--- src/rtl/brg_gcd_xcel_pkg.sv ---
// Shared definitions for the GCD CSR accelerator: CSR word indices and FSM states.
package brg_gcd_xcel_pkg;

  localparam int CsrIdxW = 3;
  typedef logic [CsrIdxW-1:0] csr_idx_t;

  localparam csr_idx_t CSR_GO     = 3'd0;
  localparam csr_idx_t CSR_OPA    = 3'd1;
  localparam csr_idx_t CSR_OPB    = 3'd2;
  localparam csr_idx_t CSR_RESULT = 3'd3;
  localparam csr_idx_t CSR_STATUS = 3'd4;
  localparam csr_idx_t CSR_CYCLES = 3'd5;

  typedef enum logic [1:0] {
    ST_IDLE = 2'd0,
    ST_CALC = 2'd1,
    ST_DONE = 2'd2
  } state_e;

endpackage

--- src/rtl/brg_gcd_xcel_dpath.sv ---
// Euclid-by-subtraction datapath: A/B working registers and a saturating cycle counter.
module brg_gcd_xcel_dpath
  import brg_gcd_xcel_pkg::*;
#(
  parameter int data_width_p = 32
) (
  input  logic                    clk_i,
  input  logic                    reset_n_i,
  input  logic                    load_i,
  input  logic [data_width_p-1:0] opa_i,
  input  logic [data_width_p-1:0] opb_i,
  input  logic                    step_i,
  output logic [data_width_p-1:0] a_o,
  output logic                    b_zero_o,
  output logic [data_width_p-1:0] cycles_o
);

  logic [data_width_p-1:0] a_q, a_d, b_q, b_d, cycles_q, cycles_d;

  assign a_o      = a_q;
  assign b_zero_o = (b_q == '0);
  assign cycles_o = cycles_q;

  // One Euclid step per cycle; the counter ticks on every CALC cycle, including the final one
  always_comb begin
    a_d      = a_q;
    b_d      = b_q;
    cycles_d = cycles_q;
    if (load_i) begin
      a_d      = opa_i;
      b_d      = opb_i;
      cycles_d = '0;
    end else if (step_i) begin
      cycles_d = (&cycles_q) ? cycles_q : cycles_q + data_width_p'(1);
      if (b_q == '0) begin
        a_d = a_q;
        b_d = b_q;
      end else if (a_q < b_q) begin
        a_d = b_q;
        b_d = a_q;
      end else begin
        a_d = a_q - b_q;
        b_d = b_q;
      end
    end else begin
      cycles_d = cycles_q;
    end
  end

  // Working registers
  always_ff @(posedge clk_i or negedge reset_n_i) begin
    if (!reset_n_i) begin
      a_q      <= '0;
      b_q      <= '0;
      cycles_q <= '0;
    end else begin
      a_q      <= a_d;
      b_q      <= b_d;
      cycles_q <= cycles_d;
    end
  end

endmodule

--- src/rtl/brg_slave_gcd_csr_xcel.sv ---
// Endpoint-facing GCD accelerator: CSR decode, byte-masked writes, control FSM, 1-cycle response.
module brg_slave_gcd_csr_xcel
  import brg_gcd_xcel_pkg::*;
#(
  parameter int data_width_p    = 32,
  parameter int addr_width_p    = 32,
  parameter int csr_idx_width_p = 3
) (
  input  logic                      clk_i,
  input  logic                      reset_n_i,
  input  logic                      in_v_i,
  input  logic [addr_width_p-1:0]   in_addr_i,
  input  logic [data_width_p-1:0]   in_data_i,
  input  logic [data_width_p/8-1:0] in_mask_i,
  input  logic                      in_we_i,
  output logic                      in_yumi_o,
  output logic                      returning_v_o,
  output logic [data_width_p-1:0]   returning_data_o
);

  localparam int MaskW = data_width_p / 8;

  state_e                  state_q, state_d;
  logic [data_width_p-1:0] opa_q, opa_d, opb_q, opb_d, result_q, result_d;
  logic [data_width_p-1:0] resp_data_q, resp_data_d, rd_data_s, a_s, cycles_s;
  logic                    done_q, done_d, resp_v_q, resp_v_d;
  logic                    busy_s, yumi_s, wr_s, go_s, load_s, b_zero_s, unused_addr_s;
  csr_idx_t                idx_s;

  function automatic logic [data_width_p-1:0] apply_mask(
    input logic [data_width_p-1:0] old_v,
    input logic [data_width_p-1:0] new_v,
    input logic [MaskW-1:0]        m
  );
    logic [data_width_p-1:0] r;
    r = old_v;
    for (int k = 0; k < MaskW; k++) begin
      if (m[k]) r[8*k +: 8] = new_v[8*k +: 8];
      else      r[8*k +: 8] = old_v[8*k +: 8];
    end
    return r;
  endfunction

  assign idx_s         = csr_idx_t'(in_addr_i[csr_idx_width_p-1:0]);
  assign unused_addr_s = ^in_addr_i[addr_width_p-1:csr_idx_width_p];
  assign busy_s        = (state_q == ST_CALC);
  // Only a RESULT read during CALC is held off; everything else is taken immediately
  assign yumi_s        = reset_n_i & in_v_i & ~((idx_s == CSR_RESULT) & ~in_we_i & busy_s);
  assign wr_s          = yumi_s & in_we_i;
  assign go_s          = wr_s & (idx_s == CSR_GO) & in_mask_i[0] & in_data_i[0];
  assign load_s        = go_s & ~busy_s;

  assign in_yumi_o        = yumi_s;
  assign returning_v_o    = resp_v_q;
  assign returning_data_o = resp_data_q;

  brg_gcd_xcel_dpath #(.data_width_p(data_width_p)) u_dpath (
    .clk_i    (clk_i),
    .reset_n_i(reset_n_i),
    .load_i   (load_s),
    .opa_i    (opa_q),
    .opb_i    (opb_q),
    .step_i   (busy_s),
    .a_o      (a_s),
    .b_zero_o (b_zero_s),
    .cycles_o (cycles_s)
  );

  // CSR read mux
  always_comb begin
    rd_data_s = '0;
    case (idx_s)
      CSR_OPA:    rd_data_s = opa_q;
      CSR_OPB:    rd_data_s = opb_q;
      CSR_RESULT: rd_data_s = result_q;
      CSR_STATUS: begin
        rd_data_s[0] = busy_s;
        rd_data_s[1] = done_q;
      end
      CSR_CYCLES: rd_data_s = cycles_s;
      default:    rd_data_s = '0;
    endcase
  end

  // Next state for FSM, operand CSRs and the response register
  always_comb begin
    state_d  = state_q;
    done_d   = done_q;
    result_d = result_q;
    if (wr_s && !busy_s && idx_s == CSR_OPA) opa_d = apply_mask(opa_q, in_data_i, in_mask_i);
    else                                     opa_d = opa_q;
    if (wr_s && !busy_s && idx_s == CSR_OPB) opb_d = apply_mask(opb_q, in_data_i, in_mask_i);
    else                                     opb_d = opb_q;
    case (state_q)
      ST_IDLE, ST_DONE: begin
        if (go_s) begin
          state_d = ST_CALC;
          done_d  = 1'b0;
        end else begin
          state_d = state_q;
        end
      end
      ST_CALC: begin
        if (b_zero_s) begin
          state_d  = ST_DONE;
          done_d   = 1'b1;
          result_d = a_s;
        end else begin
          state_d = ST_CALC;
        end
      end
      default: state_d = ST_IDLE;
    endcase
    resp_v_d = yumi_s;
    if (yumi_s && !in_we_i) resp_data_d = rd_data_s;
    else                    resp_data_d = '0;
  end

  // Control and CSR state registers
  always_ff @(posedge clk_i or negedge reset_n_i) begin
    if (!reset_n_i) begin
      state_q     <= ST_IDLE;
      done_q      <= 1'b0;
      opa_q       <= '0;
      opb_q       <= '0;
      result_q    <= '0;
      resp_v_q    <= 1'b0;
      resp_data_q <= '0;
    end else begin
      state_q     <= state_d;
      done_q      <= done_d;
      opa_q       <= opa_d;
      opb_q       <= opb_d;
      result_q    <= result_d;
      resp_v_q    <= resp_v_d;
      resp_data_q <= resp_data_d;
    end
  end

endmodule

--- config.mk ---
export PLATFORM = sky130hd
export DESIGN_NAME = brg_slave_gcd_csr_xcel
export DESIGN_NICKNAME = d
export VERILOG_FILES = /design/src/rtl/brg_gcd_xcel_pkg.sv /design/src/rtl/brg_gcd_xcel_dpath.sv /design/src/rtl/brg_slave_gcd_csr_xcel.sv
export SDC_FILE = /design/constraint.sdc
export NUM_CORES = 1
export LEC_CHECK = 0
export ABC_AREA = 1
export CAP_MARGIN = 20
export CORE_MARGIN = 5
export CORE_UTILIZATION = 50
export CTS_BUF_LIST = sky130_fd_sc_hd__clkbuf_4
export DETAILED_ROUTE_END_ITERATION = 8
export MAX_ROUTING_LAYER = met4
export PLACE_DENSITY = 0.73
export SETUP_SLACK_MARGIN = 0.1
export SLEW_MARGIN = 20
export SYNTH_ARGS = -nofsm -noshare
export SYNTH_HDL_FRONTEND = slang
export SYNTH_SLANG_ARGS = --single-unit
--- constraint.sdc ---
create_clock -name clk_i -period 2.1 [get_ports clk_i]
set_input_delay 0.42 -clock clk_i [delete_from_list [all_inputs] [get_ports clk_i]]
set_output_delay 0.42 -clock clk_i [all_outputs]
set_load 0.005 [all_outputs]
==> results.py <==
metrics = {
    "run_status": {
        "run_status": "finished, violations left",
        "failing_checks": "setup timing",
    },
    "drt": {
        "drt-total-wl_mm": 47.9,
        "post-route-drc-count": 0,
        "route.detailed.wl_per_inst_um": 18.0,
        "firstDrtPassIters": 6,
        "via_count_of_the_routed_design": 14653,
        "route.detailed.vias_per_inst": 5.51,
        "antenna_violating_nets_post_route": 0,
        "drt_iter0_drc": 1445,
    },
    "global_routing": {
        "grt_antenna_before_repair": 1,
        "maximum_number_of_pins_on_one_net_before_global_route_repair": 86,
        "grt.overflow.total": 0,
        "grt_pass1_wl_mm": 72.3,
        "grt_pass1_vias": 14268,
        "grt_use_total_pct": 30.4,
    },
    "power_and_ir_drop": {
        "power.internal_mw": 14.3,
        "power_frac_clock_pct": 13.2,
        "vdd.ir_drop.worst_uv": 901,
        "power.net_switching_mw": 12.2,
        "combPwrFrac_pct": 64.7,
        "power.total_mw": 26.5,
        "power_frac_seq_pct": 22.1,
        "cellLeakagePower_nw": 9.81,
        "cellPowerDensity_nw_per_um2": 1440,
        "switching_share_pct": 46.0,
    },
    "synthesis": {
        "synth_edf_count": 0,
        "cell_type_with_the_largest_total_area_after_synthesis": "dfrtp_1",
        "postSynthCellCount": 1913,
        "synth_largest_type_area_fraction_pct": 42.3,
        "yosys-top-cells-area": "dfrtp_1 42%, nand2_1 17%, inv_1 8.1%",
        "distinct_cell_type_count_after_synthesis": 41,
        "syn_area_um2": 13500,
        "synth-seq-cells": 228,
        "synth_sequential_area_ratio_pct": 42.3,
        "synth_top_flop_cell": "dfrtp_1",
        "synth.net_count": 2019,
        "ys.warnings.count": 0,
        "async_flop_share_pct": 100,
        "syn-mean-instance-area_um2": 7.06,
    },
    "place": {
        "dp_hpwl_mm": 33.8,
        "place_area_um2": 16500,
        "place_worst_setup_slack_ns": -0.349,
        "place_congestion": 0.956,
        "dpl.cell_count": 2513,
        "port_buffers": 76,
    },
    "floorplanning": {
        "floorplan.initialDensity_pct": 50.4,
        "die_height_um": 174,
        "pin_count": 106,
        "core_area_um2": 26800,
        "dieArea_um2": 30400,
        "die_width_um": 174,
        "rows": 60,
    },
    "run": {
        "timing.max_cap.violations": 0,
    },
    "sta": {
        "layout_setup_ws_ns": -0.321,
        "unrepaired_setup_endpoints_after_global_routing": "yes",
        "timing.slew.headroom_pct": 49.1,
        "drv_slew": 0,
        "worst_clock_skew_ns": 0.0645,
        "max_freq_mhz": 413,
        "timing.final.crit_period_ns": 2.42,
        "max_slew.worst_pin.slew_ns": 0.763,
        "setup-violations-final": 70,
        "finalHoldViolations": 0,
        "share_of_the_cycle_needed_by_the_critical_path_after_routing_pct": 115,
    },
    "worst_setup_path": {
        "critical_path.top_delay_family": "simple AND/OR/NAND/NOR gates",
        "cp_cell_instances": "inv_2, ha_4, fa_2, inv_2, nand2_2, nand2_2, nand3b_1, nand2_2, nand2_2, nand2_2, nand2_4, nand2_4, buf_4, buf_12, nand3_1, nand2_1, nand2_1, nand2_1",
        "timing_worst_setup_path_type": "flop to flop",
        "worst_ep_required_time_ns": 2.71,
        "cpMostUsedCell": "nand2_2",
        "worst-endpoint-arrival_ns": 3.03,
        "cp_max_fo": 9,
        "worst_setup_path_end_kind": "flop",
        "timing.critical_path.slowest_stage_cell": "dfrtp_1",
        "worstSetupStartpointType": "flop",
        "critPathBufInv": 4,
        "critical-path-max-stage-delay_ns": 0.38,
    },
    "clock_network": {
        "worst_skew_pair_later_pin_latency_ns": 0.73,
        "clock_sink_total": 228,
        "ctsHtreeMaxLevel": 2,
        "cts_root_buffer": "clkbuf_4",
        "clock_tree.buffer_depth": 3,
        "cts_clock_pin_slew_for_the_worst_setup_and_hold_paths_ns": 0.07,
        "tritoncts": "yes",
        "numCtsBuffers": 56,
    },
    "layout": {
        "layout_common_cells": "555 x nand2_1, 284 x inv_1, 252 x buf_4",
        "layout.filler_cells": 2159,
        "most_frequent_standard_cell_in_the_layout_excluding_fill_and_tap_cells": "nand2_1",
        "final_cell_count_no_fill": 2660,
        "design.final.nets": 2382,
        "drive_above_1_share_pct": 23.5,
        "flow.area_growth_from_synthesis_pct": 36.7,
        "finalInstanceArea_um2": 18500,
    },
    "worst_hold_path": {
        "hold_path_class": "input pin to flop",
    },
}
==> kinds of logic (layout without fill, tap and decap cells) <==
logic type / Yosys count / in the layout / share of synthesized area, %
mux: 18 / 18 / 1.50
simple gates: 961 / 961 / 29.1
compound gates: 287 / 287 / 12.0
flops: 228 / 228 / 42.3
buf+inv: 365 / 769 / 10.6
fa+ha+maj: 34 / 34 / 3.21
other cells: 0 / 2 / 0
xor+xnor: 20 / 20 / 1.30
==> final timing paths <==
kind / start / endpoint / slack (ns) / cells past startpoint
setup / recovery: u_dpath.a_o[0] / u_dpath.a_o[30] / -0.32 / 18
hold / removal: reset_n_i / returning_v_o / 0.19 / 4
setup reg to reg: u_dpath.a_o[0] / u_dpath.a_o[30] / -0.32 / 18
hold reg to reg: opa_q[7] / opa_q[7] / 0.49 / 2
max in group asynchronous: reset_n_i / u_dpath.a_o[29] / 0.57 / 4
min in group asynchronous: reset_n_i / u_dpath.cycles_o[27] / 0.39 / 3
==> metrics by stage <==
stage	utilization [%]	TNS (ns)	hold WS, ns
final	68.9	-15.20	0.189
after global routing	68.9	-21.63	0.194
after CTS	66.0	-15.87	0.154
after detailed placement	61.7	-26.21	0.473
after global placement	61.7	-21.37	0.466
after floorplan	-	0	0.124
==> repair_timing <==
action                     4_1_cts  5_1_grt
buffers inserted                16       18
setup endpoints to repair       92      137
hold endpoints to repair        83        0
cloned                           5        9
hold buffers                     1        0
gates resized for setup         68      143
pin swaps                       16       26
==> metal layers <==
layer	vias up	wire (um)	GRT usage [%]
met4	0	2270	13.6
li1	6863	-	-
met1	6888	19500	38.2
met2	728	22700	48.5
met3	174	3370	4.81
met5	-	0	-
==> synth_stat cells, types with 9 or more instances <==
cell type    n
buf_2       21
nor2_1     156
a21oi_1     30
o21ai_0    161
nand4_1     20
nor3_1      22
dfrtp_1    228
nand3_1    126
ha_1        33
a221oi_1    32
mux2_2      18
clkbuf_1    38
nor4_1       9
nand2_1    610
o22ai_1     21
xor2_1      17
inv_1      290
o21ai_1     31
==> sequential cells by signal, summed over array words and instances (netlist names) <==
name and cells:
done_q 1, opa_q 32, opb_q 32, result_q 32
returning_data_o 32, returning_v_o 1, state_q 2, u_dpath.a_o 32
u_dpath.b_q 32, u_dpath.cycles_o 32
==> worst reg2reg max path: stages, from the launching register on <==
cell,delay (ns)
dfrtp_1,0.38
inv_2,0.07
ha_4,0.16
fa_2,0.35
inv_2,0.07
nand2_2,0.06
nand2_2,0.06
nand3b_1,0.10
nand2_2,0.11
nand2_2,0.07
nand2_2,0.10
nand2_4,0.07
nand2_4,0.08
buf_4,0.15
buf_12,0.14
nand3_1,0.16
nand2_1,0.10
nand2_1,0.05
nand2_1,0.06
==> power groups by stage <==
stage,Clock [mW],Sequential [mW],Combinational (mW)
after floorplan,0,5.73,8.51
after global placement,0,5.85,14.5
after detailed placement,0,5.88,14.7
after CTS,3.54,5.81,15.9
after global routing,3.76,5.94,18.8
final,3.51,5.87,17.2
==> area by class of cell <==
type / instances / area (um2) / area share (%)
multi-input cells: 1320 / 7000 / 37.9
flip-flops and latches: 228 / 5710 / 30.9
repair buffers: 374 / 3560 / 19.3
inverters: 296 / 1110 / 6.02
clock buffers: 74 / 556 / 3.01
well taps: 341 / 427 / 2.31
clock inverters: 25 / 96.3 / 0.522
diodes: 2 / 5.00 / 0.0271
(Power assumes the default switching activity.)
